--- src/rtl/seq_mem_rf_2r1w_param_pkg.sv ---
// Package: seq_mem_rf_pkg
//
// Shared types for the 2-read/1-write register file slice.
// - rf_clear_state_t : state encoding of the bulk-clear sequencer.
package seq_mem_rf_pkg;

  typedef enum logic {
    RF_IDLE  = 1'b0,
    RF_CLEAR = 1'b1
  } rf_clear_state_t;

endpackage

--- src/rtl/seq_mem_rf_2r1w_param_if.sv ---
// Interface: seq_mem_rf_2r1w_param_if
//
// Groups the read, write and clear signals of the register file.
// - slave  : register-file side (addresses/requests in, data/status out)
// - master : requester side (addresses/requests out, data/status in)
// Parameters: AW address width, DW data width.
interface seq_mem_rf_2r1w_param_if #(
  parameter int AW = 3,
  parameter int DW = 8
);

  logic [AW-1:0] read_addr0;
  logic [DW-1:0] read_data0;
  logic [AW-1:0] read_addr1;
  logic [DW-1:0] read_data1;
  logic          write_en;
  logic [AW-1:0] write_addr;
  logic [DW-1:0] write_data;
  logic          write_rdy;
  logic          clear_req;
  logic          clear_busy;

  modport slave (
    input  read_addr0, read_addr1, write_en, write_addr, write_data, clear_req,
    output read_data0, read_data1, write_rdy, clear_busy
  );

  modport master (
    output read_addr0, read_addr1, write_en, write_addr, write_data, clear_req,
    input  read_data0, read_data1, write_rdy, clear_busy
  );

endinterface

--- src/rtl/seq_mem_rf_2r1w_param_clear_fsm.sv ---
// Module: seq_mem_rf_clear_fsm
//
// Bulk-clear sequencer: on clear_req in IDLE it walks every entry index,
// one per cycle, for exactly NUM_REGS cycles, then returns to IDLE.
// Ports:
// - clk, reset_n  : clock, asynchronous active-low reset
// - clear_req     : request pulse (ignored while a clear is running)
// - clear_busy    : 1 while the sequence runs
// - clear_we      : write strobe for the storage array (zero write)
// - clear_idx     : entry being zeroed this cycle
module seq_mem_rf_clear_fsm
  import seq_mem_rf_pkg::*;
#(
  parameter  int NUM_REGS = 8,
  localparam int AW       = $clog2(NUM_REGS)
) (
  input  logic          clk,
  input  logic          reset_n,
  input  logic          clear_req,
  output logic          clear_busy,
  output logic          clear_we,
  output logic [AW-1:0] clear_idx
);

  localparam logic [AW-1:0] LAST_IDX = AW'(NUM_REGS - 1);
  localparam logic [AW-1:0] IDX_ONE  = {{(AW-1){1'b0}}, 1'b1};

  rf_clear_state_t state_r;
  logic [AW-1:0]   idx_r;

  // Sequencer state and index; the last index exits before the index could wrap
  always_ff @(posedge clk or negedge reset_n) begin
    if (!reset_n) begin
      state_r <= RF_IDLE;
      idx_r   <= '0;
    end else begin
      case (state_r)
        RF_IDLE: begin
          if (clear_req) begin
            state_r <= RF_CLEAR;
          end else begin
            state_r <= RF_IDLE;
          end
          idx_r <= '0;
        end
        RF_CLEAR: begin
          if (idx_r == LAST_IDX) begin
            state_r <= RF_IDLE;
            idx_r   <= '0;
          end else begin
            idx_r <= idx_r + IDX_ONE;
          end
        end
        default: begin
          state_r <= RF_IDLE;
          idx_r   <= '0;
        end
      endcase
    end
  end

  // Outputs decode straight from the state/index registers
  assign clear_busy = (state_r == RF_CLEAR);
  assign clear_we   = (state_r == RF_CLEAR);
  assign clear_idx  = idx_r;

endmodule

--- src/rtl/seq_mem_rf_2r1w_param.sv ---
// Module: seq_mem_rf_2r1w_param
//
// Parametrised register file: two combinational read ports, one synchronous
// write port, optional hardwired-zero entry 0, optional write-to-read bypass
// and a sequenced bulk clear that stalls writes via write_rdy.
// Ports:
// - clk, reset_n : clock, asynchronous active-low reset
// - rf (slave)   : read_addr0/1 -> read_data0/1, write_en/addr/data,
//                  write_rdy, clear_req, clear_busy
module seq_mem_rf_2r1w_param
  import seq_mem_rf_pkg::*;
#(
  parameter int NUM_REGS   = 8,
  parameter int DATA_WIDTH = 8,
  parameter int ZERO_REG   = 1,
  parameter int BYPASS_EN  = 1
) (
  input  logic                     clk,
  input  logic                     reset_n,
  seq_mem_rf_2r1w_param_if.slave   rf
);

  localparam int AW = $clog2(NUM_REGS);

  logic [DATA_WIDTH-1:0] mem_r [NUM_REGS];
  logic                  clear_busy_s;
  logic                  clear_we_s;
  logic [AW-1:0]         clear_idx_s;
  logic                  wr_fire_s;
  logic                  wr_commit_s;
  logic [DATA_WIDTH-1:0] rd0_s;
  logic [DATA_WIDTH-1:0] rd1_s;

  // Read priority: hardwired zero, then same-cycle bypass, then stored value
  function automatic logic [DATA_WIDTH-1:0] rd_sel(
    input logic [AW-1:0]         addr,
    input logic [DATA_WIDTH-1:0] stored,
    input logic                  fire,
    input logic [AW-1:0]         waddr,
    input logic [DATA_WIDTH-1:0] wdata
  );
    logic [DATA_WIDTH-1:0] res;
    if ((ZERO_REG != 0) && (addr == '0)) begin
      res = '0;
    end else if ((BYPASS_EN != 0) && fire && (waddr == addr)) begin
      res = wdata;
    end else begin
      res = stored;
    end
    return res;
  endfunction

  seq_mem_rf_clear_fsm #(
    .NUM_REGS (NUM_REGS)
  ) u_clear_fsm (
    .clk        (clk),
    .reset_n    (reset_n),
    .clear_req  (rf.clear_req),
    .clear_busy (clear_busy_s),
    .clear_we   (clear_we_s),
    .clear_idx  (clear_idx_s)
  );

  assign wr_fire_s   = rf.write_en & ~clear_busy_s;
  // Writes to the hardwired-zero entry are accepted but never stored
  assign wr_commit_s = wr_fire_s & ~((ZERO_REG != 0) && (rf.write_addr == '0));

  // Storage array; the clear strobe takes precedence over a user write
  always_ff @(posedge clk or negedge reset_n) begin
    if (!reset_n) begin
      for (int i = 0; i < NUM_REGS; i++) begin
        mem_r[i] <= '0;
      end
    end else if (clear_we_s) begin
      mem_r[clear_idx_s] <= '0;
    end else if (wr_commit_s) begin
      mem_r[rf.write_addr] <= rf.write_data;
    end
  end

  // Both read ports, fully independent of each other
  always_comb begin
    rd0_s = rd_sel(rf.read_addr0, mem_r[rf.read_addr0], wr_fire_s,
                   rf.write_addr, rf.write_data);
    rd1_s = rd_sel(rf.read_addr1, mem_r[rf.read_addr1], wr_fire_s,
                   rf.write_addr, rf.write_data);
  end

  assign rf.read_data0 = rd0_s;
  assign rf.read_data1 = rd1_s;
  assign rf.write_rdy  = ~clear_busy_s;
  assign rf.clear_busy = clear_busy_s;

endmodule
--- src/flat_wrapper.sv ---
// flat-port wrapper written by rule: the top's interface ports become plain ports
module seq_mem_rf_2r1w_param_flat import seq_mem_rf_pkg::*;
#(
  parameter int NUM_REGS   = 8,
  parameter int DATA_WIDTH = 8,
  parameter int ZERO_REG   = 1,
  parameter int BYPASS_EN  = 1
)
  (clk, reset_n, rf_read_addr0, rf_read_addr1, rf_write_en, rf_write_addr, rf_write_data, rf_clear_req, rf_read_data0, rf_read_data1, rf_write_rdy, rf_clear_busy);
  seq_mem_rf_2r1w_param_if rf_i ();
  input  logic clk;
  input  logic reset_n;
  input wire logic [$bits(rf_i.read_addr0)-1:0] rf_read_addr0;
  input wire logic [$bits(rf_i.read_addr1)-1:0] rf_read_addr1;
  input wire logic [$bits(rf_i.write_en)-1:0] rf_write_en;
  input wire logic [$bits(rf_i.write_addr)-1:0] rf_write_addr;
  input wire logic [$bits(rf_i.write_data)-1:0] rf_write_data;
  input wire logic [$bits(rf_i.clear_req)-1:0] rf_clear_req;
  output wire logic [$bits(rf_i.read_data0)-1:0] rf_read_data0;
  output wire logic [$bits(rf_i.read_data1)-1:0] rf_read_data1;
  output wire logic [$bits(rf_i.write_rdy)-1:0] rf_write_rdy;
  output wire logic [$bits(rf_i.clear_busy)-1:0] rf_clear_busy;
  assign rf_i.read_addr0 = rf_read_addr0;
  assign rf_i.read_addr1 = rf_read_addr1;
  assign rf_i.write_en = rf_write_en;
  assign rf_i.write_addr = rf_write_addr;
  assign rf_i.write_data = rf_write_data;
  assign rf_i.clear_req = rf_clear_req;
  assign rf_read_data0 = rf_i.read_data0;
  assign rf_read_data1 = rf_i.read_data1;
  assign rf_write_rdy = rf_i.write_rdy;
  assign rf_clear_busy = rf_i.clear_busy;
  seq_mem_rf_2r1w_param #(.NUM_REGS(NUM_REGS), .DATA_WIDTH(DATA_WIDTH), .ZERO_REG(ZERO_REG), .BYPASS_EN(BYPASS_EN)) u_core (.clk(clk), .reset_n(reset_n), .rf(rf_i));
endmodule
--- config.mk ---
export PLATFORM = sky130hd
export DESIGN_NAME = seq_mem_rf_2r1w_param_flat
export DESIGN_NICKNAME = d
export VERILOG_FILES = /design/src/rtl/seq_mem_rf_2r1w_param_pkg.sv /design/src/rtl/seq_mem_rf_2r1w_param_if.sv /design/src/rtl/seq_mem_rf_2r1w_param_clear_fsm.sv /design/src/rtl/seq_mem_rf_2r1w_param.sv /design/src/flat_wrapper.sv
export SDC_FILE = /design/constraint.sdc
export NUM_CORES = 1
export LEC_CHECK = 0
export ABC_AREA = 1
export ABC_CLOCK_PERIOD_IN_PS = 1300
export BUFFER_PORTS_ARGS = -buffer_cell sky130_fd_sc_hd__buf_2
export CORE_MARGIN = 1.5
export CORE_UTILIZATION = 55
export CTS_CLUSTER_SIZE = 40
export DETAILED_ROUTE_END_ITERATION = 8
export PLACE_DENSITY = 0.88
export SYNTH_ARGS = -nofsm -noshare
export SYNTH_HDL_FRONTEND = slang
export SYNTH_HIERARCHICAL = 1
export SYNTH_SLANG_ARGS = --single-unit
--- constraint.sdc ---
create_clock -name clk -period 1.3 [get_ports clk]
set_input_delay 0.13 -clock clk [delete_from_list [all_inputs] [get_ports clk]]
set_output_delay 0.13 -clock clk [all_outputs]
set_load 0.05 [all_outputs]
Word level (Yosys, flattened, before mapping)
Cells that the tools add are included.
Operators by class
  add/subtract/negate cells: 1
  order comparisons: 6
  equal/unequal tests: 3
  mux-type cells: 22
  bitwise logic cells: 10
  reduce and logical (&&, ||, !) cells: 8
Operators by type and width (number)
  $mux W64: 2
  $mux W8: 10
  $and A64 B64 Y64: 1
  $bwmux W64: 1
  $not A64 Y64: 1
  $bmux W8 S3: 2
  $demux W8 S3: 2
  $ge A4 B4 Y1 const B: 4
  $not A3 Y4: 4
  $logic_not A3 Y1: 3
  $lt A4 B1 Y1 const B: 2
  $eq A3 B3 Y1: 2
  $pmux W3 S2: 1
  $logic_and A1 B1 Y1: 4
  $add A3 B1 Y3 const B: 1
  $eq A3 B3 Y1 const B: 1
  $mux W3: 1
  $and A1 B1 Y1: 2
  $mux W1: 2
  $not A1 Y1: 2
  $pmux W1 S2: 1
  $reduce_bool A2 Y1: 1
Storage, ports and cells
  flip-flop bits (word level): 68
  input port bits: 21
  output and inout port bits: 18
  word-level logic and storage cells: 60

Longest topological paths before layout
Gate-level depths: netlist of run 1.
  word-level depth: 8
  depth in mapped cells: 9
  depth with buffers taken out: 8

Hierarchy
The synthesis of run 1 kept the hierarchy.
Modules (own cells, without submodules)
  seq_mem_rf_2r1w_param: times used 1, cells each 657, area an instance 4455.5 um2, seq. area each 1601.5 um2
  seq_mem_rf_clear_fsm: times used 1, cells each 17, area an instance 175.2 um2, seq. area each 100.1 um2

Worst setup path after synthesis of run 1
OpenSTA, ideal clock, no wires.
  path kind: register to output
  from: reg u_core.u_clear_fsm.state_r (netlist: u_core/u_clear_fsm/clear_busy)
  to: out rf_read_data1[0]
  arrival: 1937 ps
  data required time: 1170 ps
  path slack: -767 ps
  cell stages (with the launch flop): 8
  path buffers: 0
  cell sequence: dfrtp_1 nor2_2 nand2_1 nor2_4 nand2_4 clkinv_4 nor2_1 nor2_1
Between the ends
  longest elaborated chain between the ends: 5
Ends and longest elaborated chain
  from (decl): line seq_mem_rf_2r1w_param_clear_fsm.sv:28  | rf_clear_state_t state_r;
  from (signal assigned): line seq_mem_rf_2r1w_param_clear_fsm.sv:34  | state_r <= RF_IDLE;
  from (signal assigned): line seq_mem_rf_2r1w_param_clear_fsm.sv:40  | state_r <= RF_CLEAR;
  from (signal assigned): line seq_mem_rf_2r1w_param_clear_fsm.sv:42  | state_r <= RF_IDLE;
  $not A1 Y1: line seq_mem_rf_2r1w_param.sv:64  | assign wr_fire_s = rf.write_en & ~clear_busy_s;
  $and A1 B1 Y1: line seq_mem_rf_2r1w_param.sv:64
  $logic_and A1 B1 Y1: line seq_mem_rf_2r1w_param.sv:45  | end else if ((BYPASS_EN != 0) && fire && (waddr == addr)) begin
  $mux W8: line seq_mem_rf_2r1w_param.sv:45
  $mux W8: line seq_mem_rf_2r1w_param.sv:43  | if ((ZERO_REG != 0) && (addr == '0)) begin
  to (decl): line flat_wrapper.sv:20  | output wire logic [$bits(rf_i.read_data1)-1:0] rf_read_data1;
No other way between the ends.

Worst setup path after layout of run 1
  from: reg u_core.u_clear_fsm.state_r (netlist: u_core/u_clear_fsm/clear_busy)
  to: out rf_read_data1[3]
The elaborated chain is that of the path after synthesis.

==> impl_results.html, run 1 <==
<table>
<tr><th>Metric</th><th>Value</th></tr>
<tr><th colspan="2">Status</th></tr>
<tr><td>Result of the run</td><td>finished with violations</td></tr>
<tr><td>Failing checks</td><td>setup timing</td></tr>
<tr><th colspan="2">Logic synthesis</th></tr>
<tr><td>Ys flop type</td><td>sky130_fd_sc_hd__dfrtp_1</td></tr>
<tr><td>Most frequent cells after synthesis</td><td>239 x sky130_fd_sc_hd__nand2_1, 157 x sky130_fd_sc_hd__nand3_1, 68 x sky130_fd_sc_hd__dfrtp_1</td></tr>
<tr><td>Post-synthesis cell type count</td><td>27</td></tr>
<tr><td>Mean instance size in the synthesized netlist</td><td>6.87 um^2</td></tr>
<tr><td>EDFF count, synth</td><td>0</td></tr>
<tr><td>Flops &amp; latches, synth</td><td>68</td></tr>
<tr><td>Mapped Cells</td><td>674</td></tr>
<tr><td>Number of nets in the synthesized netlist</td><td>697</td></tr>
<tr><td>Yosys warns</td><td>6</td></tr>
<tr><td>Leading cell type by number of instances after synthesis</td><td>sky130_fd_sc_hd__nand2_1</td></tr>
<tr><td>Post-synthesis async set-or-reset flop share</td><td>1.00</td></tr>
<tr><td>Top cell type's share of synthesized area</td><td>0.367</td></tr>
<tr><td>Synth area leaders</td><td>sky130_fd_sc_hd__dfrtp_1 37%, sky130_fd_sc_hd__nand2_1 19%, sky130_fd_sc_hd__nand3_1 17%, sky130_fd_sc_hd__nor2_1 3.3%, sky130_fd_sc_hd__o21ai_1 2.9%</td></tr>
<tr><td>Register area share after synthesis</td><td>0.367</td></tr>
<tr><td>Mapped cell area</td><td>0.00463 mm^2</td></tr>
<tr><td>Biggest area consumer among synthesized cells</td><td>sky130_fd_sc_hd__dfrtp_1</td></tr>
<tr><th colspan="2">Worst setup path</th></tr>
<tr><td>Data arrival at the endpoint of the critical path</td><td>1.79 ns</td></tr>
<tr><td>Most Frequent Cell on Critical Path</td><td>sky130_fd_sc_hd__nor2_4</td></tr>
<tr><td>Type of the worst setup path</td><td>reg -&gt; out</td></tr>
<tr><td>Worst reg2reg startpoint</td><td>u_core/u_clear_fsm/clear_busy$_DFF_PN0_</td></tr>
<tr><td>Critical path data required time</td><td>1.17 ns</td></tr>
<tr><td>Sort of element at the end of the critical path</td><td>output port</td></tr>
<tr><td>End of the worst register-to-register path</td><td>u_core/mem_r[30]$_DFFE_PN0P_</td></tr>
<tr><td>Path depth of the worst reg2reg path</td><td>9</td></tr>
<tr><td>Crit path launch type</td><td>register</td></tr>
<tr><td>Cell type of the slowest stage on the worst timing path</td><td>sky130_fd_sc_hd__dfrtp_4</td></tr>
<tr><td>Cell family with most CP delay</td><td>simple AND/OR/NAND/NOR gates</td></tr>
<tr><td>Max stage delay on crit path</td><td>0.53 ns</td></tr>
<tr><td>Sequence of cells on the critical path</td><td>nor2_4 -&gt; nand2_4 -&gt; nor2_4 -&gt; buf_4 -&gt; nand3_1 -&gt; nand2_2 -&gt; nor2_4 -&gt; buf_6</td></tr>
<tr><td>Largest fanout on the critical path</td><td>4</td></tr>
<tr><td>Worst path bufs/invs</td><td>2</td></tr>
<tr><td>Reg-to-reg setup timing slack</td><td>-0.49 ns</td></tr>
<tr><th colspan="2">CTS</th></tr>
<tr><td>Latest clock arrival within the worst-skew pair</td><td>0.35 ns</td></tr>
<tr><td>Clock Tree Root</td><td>sky130_fd_sc_hd__clkbuf_8</td></tr>
<tr><td>H-tree depth</td><td>3</td></tr>
<tr><td>CTS Buf Count</td><td>9</td></tr>
<tr><td>CTS tree</td><td>done</td></tr>
<tr><td>Number of buffers on the longest clock path</td><td>2</td></tr>
<tr><td>Clk pin slew, worst setup/hold paths</td><td>0.08 ns</td></tr>
<tr><td>Number of sinks on the clock net</td><td>68</td></tr>
<tr><th colspan="2">Detailed routing</th></tr>
<tr><td>Drt total wl</td><td>18.5 mm</td></tr>
<tr><td>Routed Antenna Nets</td><td>0</td></tr>
<tr><td>Routed wirelength normalized by instance count</td><td>20.6 um</td></tr>
<tr><td>Drt first pass iters</td><td>6</td></tr>
<tr><td>Number of vias per cell after detailed routing</td><td>6.19</td></tr>
<tr><td>Total number of vias</td><td>5536</td></tr>
<tr><td>Number of remaining DRC errors</td><td>0</td></tr>
<tr><td>Detailed router's first-iteration violation count</td><td>686</td></tr>
<tr><th colspan="2">Floorplanning</th></tr>
<tr><td>Width of the die</td><td>94.8 um</td></tr>
<tr><td>Floorplan core area</td><td>0.00818 mm^2</td></tr>
<tr><td>Starting density of the core</td><td>0.566</td></tr>
<tr><td>I/O pin cnt</td><td>39</td></tr>
<tr><td>Die height</td><td>94.8 um</td></tr>
<tr><td>Die Footprint</td><td>0.00898 mm^2</td></tr>
<tr><td>Standard-cell rows</td><td>33</td></tr>
<tr><th colspan="2">Cells and area</th></tr>
<tr><td>Count of antenna diodes in the layout</td><td>0</td></tr>
<tr><td>Area of all placed cells without fillers</td><td>0.00650 mm^2</td></tr>
<tr><td>Signed area change from the synthesized netlist to the final layout</td><td>40.5%</td></tr>
<tr><td>Ratio of cells with drive above 1 in the final layout</td><td>0.349</td></tr>
<tr><td>Filler cells</td><td>553</td></tr>
<tr><td>Util after Layout</td><td>0.796</td></tr>
<tr><td>Number of standard cells in the final layout excluding fillers</td><td>895</td></tr>
<tr><td>Net count, final</td><td>808</td></tr>
<tr><th colspan="2">Power</th></tr>
<tr><td>Total power density per cell area</td><td>1370 mW/mm^2</td></tr>
<tr><td>Leakage power of the design</td><td>3.08 nW</td></tr>
<tr><td>Worst-case vdd ir drop</td><td>1380 uV</td></tr>
<tr><th colspan="2">Job</th></tr>
<tr><td>Max Cap Viol</td><td>0</td></tr>
<tr><th colspan="2">Min path</th></tr>
<tr><td>Worst hold endpoint</td><td>u_core/u_clear_fsm/clear_busy$_DFF_PN0_</td></tr>
<tr><td>Hold Startpoint</td><td>rf_clear_req</td></tr>
<tr><td>Hold-critical path depth</td><td>3</td></tr>
<tr><td>Worst Hold Class</td><td>in -&gt; reg</td></tr>
<tr><th colspan="2">STA</th></tr>
<tr><td>Unrepaired setup endpoints after global routing</td><td>yes</td></tr>
<tr><td>Count of endpoints failing hold in the final timing report</td><td>0</td></tr>
<tr><td>Min Clock Period, post-route</td><td>1.92 ns</td></tr>
<tr><td>Final WS setup</td><td>-0.624 ns</td></tr>
<tr><td>Total negative setup slack</td><td>-30.90 ns</td></tr>
<tr><td>Slew at the pin closest to its max-slew limit</td><td>0.575 ns</td></tr>
<tr><td>Final Cycle Share</td><td>1.48</td></tr>
<tr><td>Total count of max-transition violations in the final report</td><td>0</td></tr>
<tr><td>Worst rel slew slack</td><td>0.617</td></tr>
<tr><td>Count of endpoints failing setup in the final report</td><td>82</td></tr>
<tr><td>Clock Skew</td><td>0.0113 ns</td></tr>
<tr><td>FMAX</td><td>520 MHz</td></tr>
<tr><th colspan="2">Placement</th></tr>
<tr><td>DP Cell Count</td><td>854</td></tr>
<tr><td>Detailed Place HPWL</td><td>13.1 mm</td></tr>
<tr><td>Post-place instance area</td><td>0.00553 mm^2</td></tr>
<tr><td>Count of buffers from port buffering</td><td>38</td></tr>
<tr><td>Final estimated routing congestion in global placement</td><td>1.06</td></tr>
<tr><th colspan="2">Global routing</th></tr>
<tr><td>Global-route wire length before repair</td><td>27.8 mm</td></tr>
<tr><td>Antenna violations before repair</td><td>0</td></tr>
<tr><td>Maximum number of pins on one net before global-route repair</td><td>29</td></tr>
<tr><td>Total global-route track usage</td><td>0.426</td></tr>
<tr><td>Global-route congestion overflow total</td><td>0</td></tr>
<tr><td>Number of global-route vias before repair</td><td>5250</td></tr>
</table>
[stage by stage]
step	worst slack, ns	power [mW]	hold slack [ns]
floorplan	-0.289	4.95	-0.166
global placement	-0.332	6.04	0.137
detailed placement	-0.357	6.18	0.149
CTS	-0.582	8.46	0.0127
global route	-0.681	9.35	0.0443
finish	-0.624	8.94	0.0221
[layout make-up]
| class | count | area, um^2 | area share |
|---|---|---|---|
| clock buffer | 9 | 124 | 0.0190 |
| clock inverter | 7 | 67.6 | 0.0104 |
| inverter | 39 | 191 | 0.0294 |
| multi-input combinational | 539 | 2970 | 0.456 |
| sequential | 68 | 1710 | 0.262 |
| tap | 105 | 131 | 0.0202 |
| timing repair buffer | 128 | 1320 | 0.203 |
[placed cells by master, fill, tap and decap left out, types with 13 or more instances in the layout]
cell type,n
sky130_fd_sc_hd__buf_12,16
sky130_fd_sc_hd__buf_2,20
sky130_fd_sc_hd__buf_4,59
sky130_fd_sc_hd__buf_6,18
sky130_fd_sc_hd__dfrtp_1,67
sky130_fd_sc_hd__inv_1,27
sky130_fd_sc_hd__nand2_1,213
sky130_fd_sc_hd__nand2_2,27
sky130_fd_sc_hd__nand3_1,148
sky130_fd_sc_hd__nor2_1,19
sky130_fd_sc_hd__nor2_2,19
sky130_fd_sc_hd__nor2_4,28
sky130_fd_sc_hd__o21ai_0,13
sky130_fd_sc_hd__o21ai_1,22
sky130_fd_sc_hd__o21ai_2,21
[logic make-up (layout without fill, tap and decap cells)]
family / Yosys count / count (layout) / synth area share
compound gates: 57 / 57 / 0.0721
fa+ha+maj: 2 / 2 / 0.00540
buf+inv: 71 / 183 / 0.0838
flops: 68 / 68 / 0.367
simple gates: 476 / 480 / 0.471
[registers in the layout, indices dropped and copies added, names as in the netlist]
name,count
u_core/mem_r,64
u_core/u_clear_fsm/clear_busy,1
u_core/u_clear_fsm/clear_idx,3
[worst reg2reg max path, cell delays in order, from the launching register on]
cell and delay, ns:
sky130_fd_sc_hd__dfrtp_4 0.53, sky130_fd_sc_hd__buf_4 0.15, sky130_fd_sc_hd__buf_6 0.11, sky130_fd_sc_hd__buf_4 0.15, sky130_fd_sc_hd__nor2_4 0.12, sky130_fd_sc_hd__buf_12 0.15, sky130_fd_sc_hd__nand3_4 0.12, sky130_fd_sc_hd__buf_12 0.18
sky130_fd_sc_hd__nand3_1 0.07, sky130_fd_sc_hd__o21ai_1 0.08
[routing by layer]
metal | vias up | global-route usage | wire [um]
met5 | - | 0 | 0
met4 | 0 | 0.254 | 1150
met3 | 109 | 0.118 | 2230
met2 | 425 | 0.645 | 8310
met1 | 2561 | 0.540 | 6770
li1 | 2441 | - | -
[how the worst max path moves through the flow]
stage                                                       start          endpoint  slack (ns)  cells after the start
after floorplan           u_core/u_clear_fsm/clear_busy$_DFF_PN0_  rf_read_data0[0]       -0.29                      7
final                     u_core/u_clear_fsm/clear_busy$_DFF_PN0_  rf_read_data1[3]       -0.62                      8
after detailed placement  u_core/u_clear_fsm/clear_busy$_DFF_PN0_  rf_read_data1[0]       -0.36                      8
after CTS                 u_core/u_clear_fsm/clear_busy$_DFF_PN0_  rf_read_data1[3]       -0.58                      8
after global routing      u_core/u_clear_fsm/clear_busy$_DFF_PN0_  rf_read_data1[3]       -0.68                      8
after global placement    u_core/u_clear_fsm/clear_busy$_DFF_PN0_  rf_read_data1[4]       -0.33                      8
[power by group]
part	leakage, nW	switching [mW]	internal [mW]
logic	2.05	2.52	1.71
registers	0.936	0.479	2.49
clock network	0.0910	0.875	0.875
total	3.08	3.88	5.07
[timing repair]
| action | 4_1_cts | 5_1_grt |
|---|---|---|
| gates cloned | 5 | 3 |
| resized for setup | 77 | 66 |
| pin swaps | 15 | 28 |
| endpoints found under the hold margin | 19 | 0 |
| hold buffers | 1 | 0 |
| buffers inserted | 11 | 8 |
| endpoints found under the setup margin | 76 | 82 |
Power figures use the tool's default switching activity.
==> run 2, diff against run 1 <==
--- a/config.mk
+++ b/config.mk
@@ -9,11 +9,10 @@
 export ABC_CLOCK_PERIOD_IN_PS = 1300
 export BUFFER_PORTS_ARGS = -buffer_cell sky130_fd_sc_hd__buf_2
 export CORE_MARGIN = 1.5
-export CORE_UTILIZATION = 55
+export CORE_UTILIZATION = 54
 export CTS_CLUSTER_SIZE = 40
 export DETAILED_ROUTE_END_ITERATION = 8
-export PLACE_DENSITY = 0.88
+export PLACE_DENSITY = 0.87
 export SYNTH_ARGS = -nofsm -noshare
 export SYNTH_HDL_FRONTEND = slang
-export SYNTH_HIERARCHICAL = 1
 export SYNTH_SLANG_ARGS = --single-unit
==> run 2 against run 1 <==
Effect of this change: the flow finishes with violations (hold timing, setup timing); sequential cell count unchanged; clock power about the same; global-route usage down 4.8 points; sequential share of layout area up 2.3 points.
==> impl_results.html, run 2 <==
<table>
<tr><th>Metric</th><th>Value</th></tr>
<tr><th colspan="2">Detailed routing</th></tr>
<tr><td>Total number of vias</td><td>5220</td></tr>
<tr><td>Routed wirelength normalized by instance count</td><td>20.6 um</td></tr>
<tr><td>Number of remaining DRC errors</td><td>0</td></tr>
<tr><td>Drt first pass iters</td><td>6</td></tr>
<tr><td>Number of vias per cell after detailed routing</td><td>6.26</td></tr>
<tr><td>Routed Antenna Nets</td><td>0</td></tr>
<tr><td>Detailed router's first-iteration violation count</td><td>693</td></tr>
<tr><td>Drt total wl</td><td>17.2 mm</td></tr>
<tr><th colspan="2">Worst setup path</th></tr>
<tr><td>Cell family with most CP delay</td><td>simple AND/OR/NAND/NOR gates</td></tr>
<tr><td>Data arrival at the endpoint of the critical path</td><td>1.71 ns</td></tr>
<tr><td>Critical path data required time</td><td>1.17 ns</td></tr>
<tr><td>Type of the worst setup path</td><td>reg -&gt; out</td></tr>
<tr><td>Path depth of the worst reg2reg path</td><td>10</td></tr>
<tr><td>Largest fanout on the critical path</td><td>5</td></tr>
<tr><td>Crit path launch type</td><td>register</td></tr>
<tr><td>Sort of element at the end of the critical path</td><td>output port</td></tr>
<tr><td>Most Frequent Cell on Critical Path</td><td>sky130_fd_sc_hd__nor2_4</td></tr>
<tr><td>Number of gates on the worst path with buffers counted</td><td>8</td></tr>
<tr><td>Sequence of cells on the critical path</td><td>nor2_4 -&gt; nand2_2 -&gt; nor2_4 -&gt; buf_4 -&gt; nand3_1 -&gt; nand2_1 -&gt; nor2_4 -&gt; buf_6</td></tr>
<tr><td>Worst path bufs/invs</td><td>2</td></tr>
<tr><td>Cell type of the slowest stage on the worst timing path</td><td>sky130_fd_sc_hd__dfrtp_2</td></tr>
<tr><td>Max stage delay on crit path</td><td>0.43 ns</td></tr>
<tr><th colspan="2">STA</th></tr>
<tr><td>FMAX</td><td>544 MHz</td></tr>
<tr><td>Slew at the pin closest to its max-slew limit</td><td>0.696 ns</td></tr>
<tr><td>Count of endpoints failing setup in the final report</td><td>81</td></tr>
<tr><td>Unrepaired setup endpoints after global routing</td><td>yes</td></tr>
<tr><td>Final Cycle Share</td><td>1.41</td></tr>
<tr><td>Count of endpoints failing hold in the final timing report</td><td>1</td></tr>
<tr><td>Worst rel slew slack</td><td>0.536</td></tr>
<tr><td>Final WS setup</td><td>-0.538 ns</td></tr>
<tr><td>Clock Skew</td><td>0.0144 ns</td></tr>
<tr><td>Total count of max-transition violations in the final report</td><td>0</td></tr>
<tr><td>Min Clock Period, post-route</td><td>1.84 ns</td></tr>
<tr><td>Hold Worst Slack</td><td>-0.00283 ns</td></tr>
<tr><td>Total negative setup slack</td><td>-22.68 ns</td></tr>
<tr><th colspan="2">Global routing</th></tr>
<tr><td>Number of global-route vias before repair</td><td>4638</td></tr>
<tr><td>Antenna violations before repair</td><td>0</td></tr>
<tr><td>Maximum number of pins on one net before global-route repair</td><td>69</td></tr>
<tr><td>Global-route congestion overflow total</td><td>0</td></tr>
<tr><td>Global-route wire length before repair</td><td>24.1 mm</td></tr>
<tr><td>Total global-route track usage</td><td>0.378</td></tr>
<tr><th colspan="2">Logic synthesis</th></tr>
<tr><td>Synth area leaders</td><td>sky130_fd_sc_hd__dfrtp_1 40%, sky130_fd_sc_hd__nand2_1 20%, sky130_fd_sc_hd__nand3_1 18%, sky130_fd_sc_hd__nor2_1 4.8%, sky130_fd_sc_hd__o21ai_0 4.5%</td></tr>
<tr><td>Leading cell type by number of instances after synthesis</td><td>sky130_fd_sc_hd__nand2_1</td></tr>
<tr><td>Register area share after synthesis</td><td>0.399</td></tr>
<tr><td>Post-synthesis async set-or-reset flop share</td><td>1.00</td></tr>
<tr><td>EDFF count, synth</td><td>0</td></tr>
<tr><td>Top cell type's share of synthesized area</td><td>0.399</td></tr>
<tr><td>Most frequent cells after synthesis</td><td>222 x sky130_fd_sc_hd__nand2_1, 156 x sky130_fd_sc_hd__nand3_1, 68 x sky130_fd_sc_hd__dfrtp_1</td></tr>
<tr><td>Ys flop type</td><td>sky130_fd_sc_hd__dfrtp_1</td></tr>
<tr><td>Number of nets in the synthesized netlist</td><td>659</td></tr>
<tr><td>Post-synthesis cell type count</td><td>21</td></tr>
<tr><td>Mapped Cells</td><td>636</td></tr>
<tr><td>Flops &amp; latches, synth</td><td>68</td></tr>
<tr><td>Biggest area consumer among synthesized cells</td><td>sky130_fd_sc_hd__dfrtp_1</td></tr>
<tr><td>Mapped cell area</td><td>0.00427 mm^2</td></tr>
<tr><td>Mean instance size in the synthesized netlist</td><td>6.71 um^2</td></tr>
<tr><td>Yosys warns</td><td>0</td></tr>
<tr><th colspan="2">Cells and area</th></tr>
<tr><td>Signed area change from the synthesized netlist to the final layout</td><td>39.8%</td></tr>
<tr><td>Commonest non-fill, non-tap cells in the layout</td><td>211 x sky130_fd_sc_hd__nand2_1, 119 x sky130_fd_sc_hd__nand3_1, 67 x sky130_fd_sc_hd__dfrtp_1</td></tr>
<tr><td>Net count, final</td><td>751</td></tr>
<tr><td>Area occupied by registers</td><td>0.00170 mm^2</td></tr>
<tr><td>Largest register by flop count</td><td>u_core.mem_r</td></tr>
<tr><td>Count of antenna diodes in the layout</td><td>0</td></tr>
<tr><td>Area taken by multi-input logic gates</td><td>0.00286 mm^2</td></tr>
<tr><td>Filler cells</td><td>524</td></tr>
<tr><td>Most common library cell in the layout ignoring fill and taps</td><td>sky130_fd_sc_hd__nand2_1</td></tr>
<tr><td>Ratio of cells with drive above 1 in the final layout</td><td>0.310</td></tr>
<tr><td>Largest register FFs</td><td>64</td></tr>
<tr><th colspan="2">Floorplanning</th></tr>
<tr><td>I/O pin cnt</td><td>39</td></tr>
<tr><td>Width of the die</td><td>91.9 um</td></tr>
<tr><td>Die Footprint</td><td>0.00844 mm^2</td></tr>
<tr><td>Starting density of the core</td><td>0.555</td></tr>
<tr><td>Floorplan core area</td><td>0.00769 mm^2</td></tr>
<tr><td>Standard-cell rows</td><td>32</td></tr>
<tr><td>Die height</td><td>91.9 um</td></tr>
<tr><th colspan="2">Power</th></tr>
<tr><td>Sequential cell fraction of total power</td><td>0.367</td></tr>
<tr><td>Share of total power in combinational logic</td><td>0.452</td></tr>
<tr><td>Leakage power of the design</td><td>2.83 nW</td></tr>
<tr><td>Power, Total</td><td>9.66 mW</td></tr>
<tr><td>Worst-case vdd ir drop</td><td>1240 uV</td></tr>
<tr><td>Clk pwr share</td><td>0.180</td></tr>
<tr><td>Switching share of power</td><td>0.446</td></tr>
<tr><td>Total power density per cell area</td><td>1620 mW/mm^2</td></tr>
<tr><td>Net switching power</td><td>4.31 mW</td></tr>
<tr><td>Design internal power</td><td>5.35 mW</td></tr>
<tr><th colspan="2">Placement</th></tr>
<tr><td>Final estimated routing congestion in global placement</td><td>1.00</td></tr>
<tr><td>Worst-case setup slack after placement</td><td>-0.252 ns</td></tr>
<tr><td>Detailed Place HPWL</td><td>10.8 mm</td></tr>
<tr><td>Count of buffers from port buffering</td><td>38</td></tr>
<tr><th colspan="2">Min path</th></tr>
<tr><td>Worst Hold Class</td><td>in -&gt; reg</td></tr>
<tr><td>Hold-critical path depth</td><td>3</td></tr>
<tr><th colspan="2">CTS</th></tr>
<tr><td>Latest clock arrival within the worst-skew pair</td><td>0.36 ns</td></tr>
<tr><td>CTS tree</td><td>done</td></tr>
<tr><td>Number of sinks on the clock net</td><td>68</td></tr>
<tr><td>CTS Buf Count</td><td>9</td></tr>
<tr><td>Clk pin slew, worst setup/hold paths</td><td>0.08 ns</td></tr>
<tr><td>H-tree depth</td><td>3</td></tr>
<tr><td>Number of buffers on the longest clock path</td><td>2</td></tr>
<tr><td>Clock Tree Root</td><td>sky130_fd_sc_hd__clkbuf_8</td></tr>
<tr><th colspan="2">Job</th></tr>
<tr><td>Max Cap Viol</td><td>0</td></tr>
<tr><th colspan="2">Status</th></tr>
<tr><td>Result of the run</td><td>finished with violations</td></tr>
<tr><td>Failing checks</td><td>hold timing, setup timing</td></tr>
</table>
[run 2: worst reg2reg max path: cells and delay by family, from the launching register on]
| kind | cells | cell delay (ns) |
|---|---|---|
| flops | 1 | 0.43 |
| compound gates | 1 | 0.09 |
| simple gates | 4 | 0.52 |
| buf+inv | 5 | 0.59 |
[run 2: timing repair]
item / CTS / global route
gates cloned: 2 / 5
resized for setup: 76 / 101
hold buffers: 4 / 0
setup buffers: 5 / 6
hold endpoints to repair: 71 / 0
endpoints found under the setup margin: 59 / 82
pin swaps: 12 / 9
[run 2: metrics by stage]
| stage | area, um^2 | util | cells |
|---|---|---|---|
| final | 5960 | 0.776 | 834 |
| after CTS | 5520 | 0.719 | 825 |
| after floorplan | 4400 | - | 636 |
| after detailed placement | 4990 | 0.649 | 799 |
| after global routing | 5960 | 0.776 | 834 |
| after global placement | 4990 | 0.649 | 799 |
[run 2: cell type report]
cell class	instances	share of cell area
Inverter	38	0.0258
Sequential cell	68	0.286
Tap cell	102	0.0214
Multi-Input combinational cell	506	0.480
Timing Repair Buffer	105	0.157
Clock inverter	2	0.00587
Clock buffer	13	0.0250
[run 2: cells by family after synthesis]
logic type	after synthesis	share of synthesized area
fa+ha+maj	2	0.00587
buf+inv	68	0.0766
flops	68	0.399
compound gates	49	0.0575
simple gates	449	0.461
[run 2: metal layers]
layer | up-vias | wire [um] | global-route usage
li1 | 2264 | - | -
met5 | - | 0 | 0
met1 | 2353 | 6080 | 0.491
met3 | 138 | 2230 | 0.0813
met2 | 465 | 7620 | 0.607
met4 | 0 | 1290 | 0.167
[run 2: final timing paths]
kind | slack, ns | end | start
worst max-delay path | -0.54 | rf_read_data1[2] | u_core.u_clear_fsm.clear_busy$_DFF_PN0_
worst min-delay path | -0.003 | u_core.mem_r[55]$_DFFE_PN0P_ | rf_write_data[7]
worst max register to register | -0.44 | u_core.mem_r[47]$_DFFE_PN0P_ | u_core.u_clear_fsm.clear_busy$_DFF_PN0_
worst min register to register | 0.52 | u_core.mem_r[50]$_DFFE_PN0P_ | u_core.mem_r[50]$_DFFE_PN0P_
max in group asynchronous | 0.65 | u_core.mem_r[1]$_DFFE_PN0P_ | reset_n
min in group asynchronous | 0.30 | u_core.mem_r[55]$_DFFE_PN0P_ | reset_n
[run 2: power by group through the flow]
| stage | Sequential (mW) | Clock (mW) | Combinational [mW] |
|---|---|---|---|
| final | 3.55 | 1.74 | 4.37 |
| after global routing | 3.59 | 1.80 | 4.68 |
| after CTS | 3.39 | 1.71 | 3.76 |
| after detailed placement | 3.40 | 0 | 3.27 |
| after global placement | 3.36 | 0 | 3.17 |
| after floorplan | 3.27 | 0 | 2.30 |
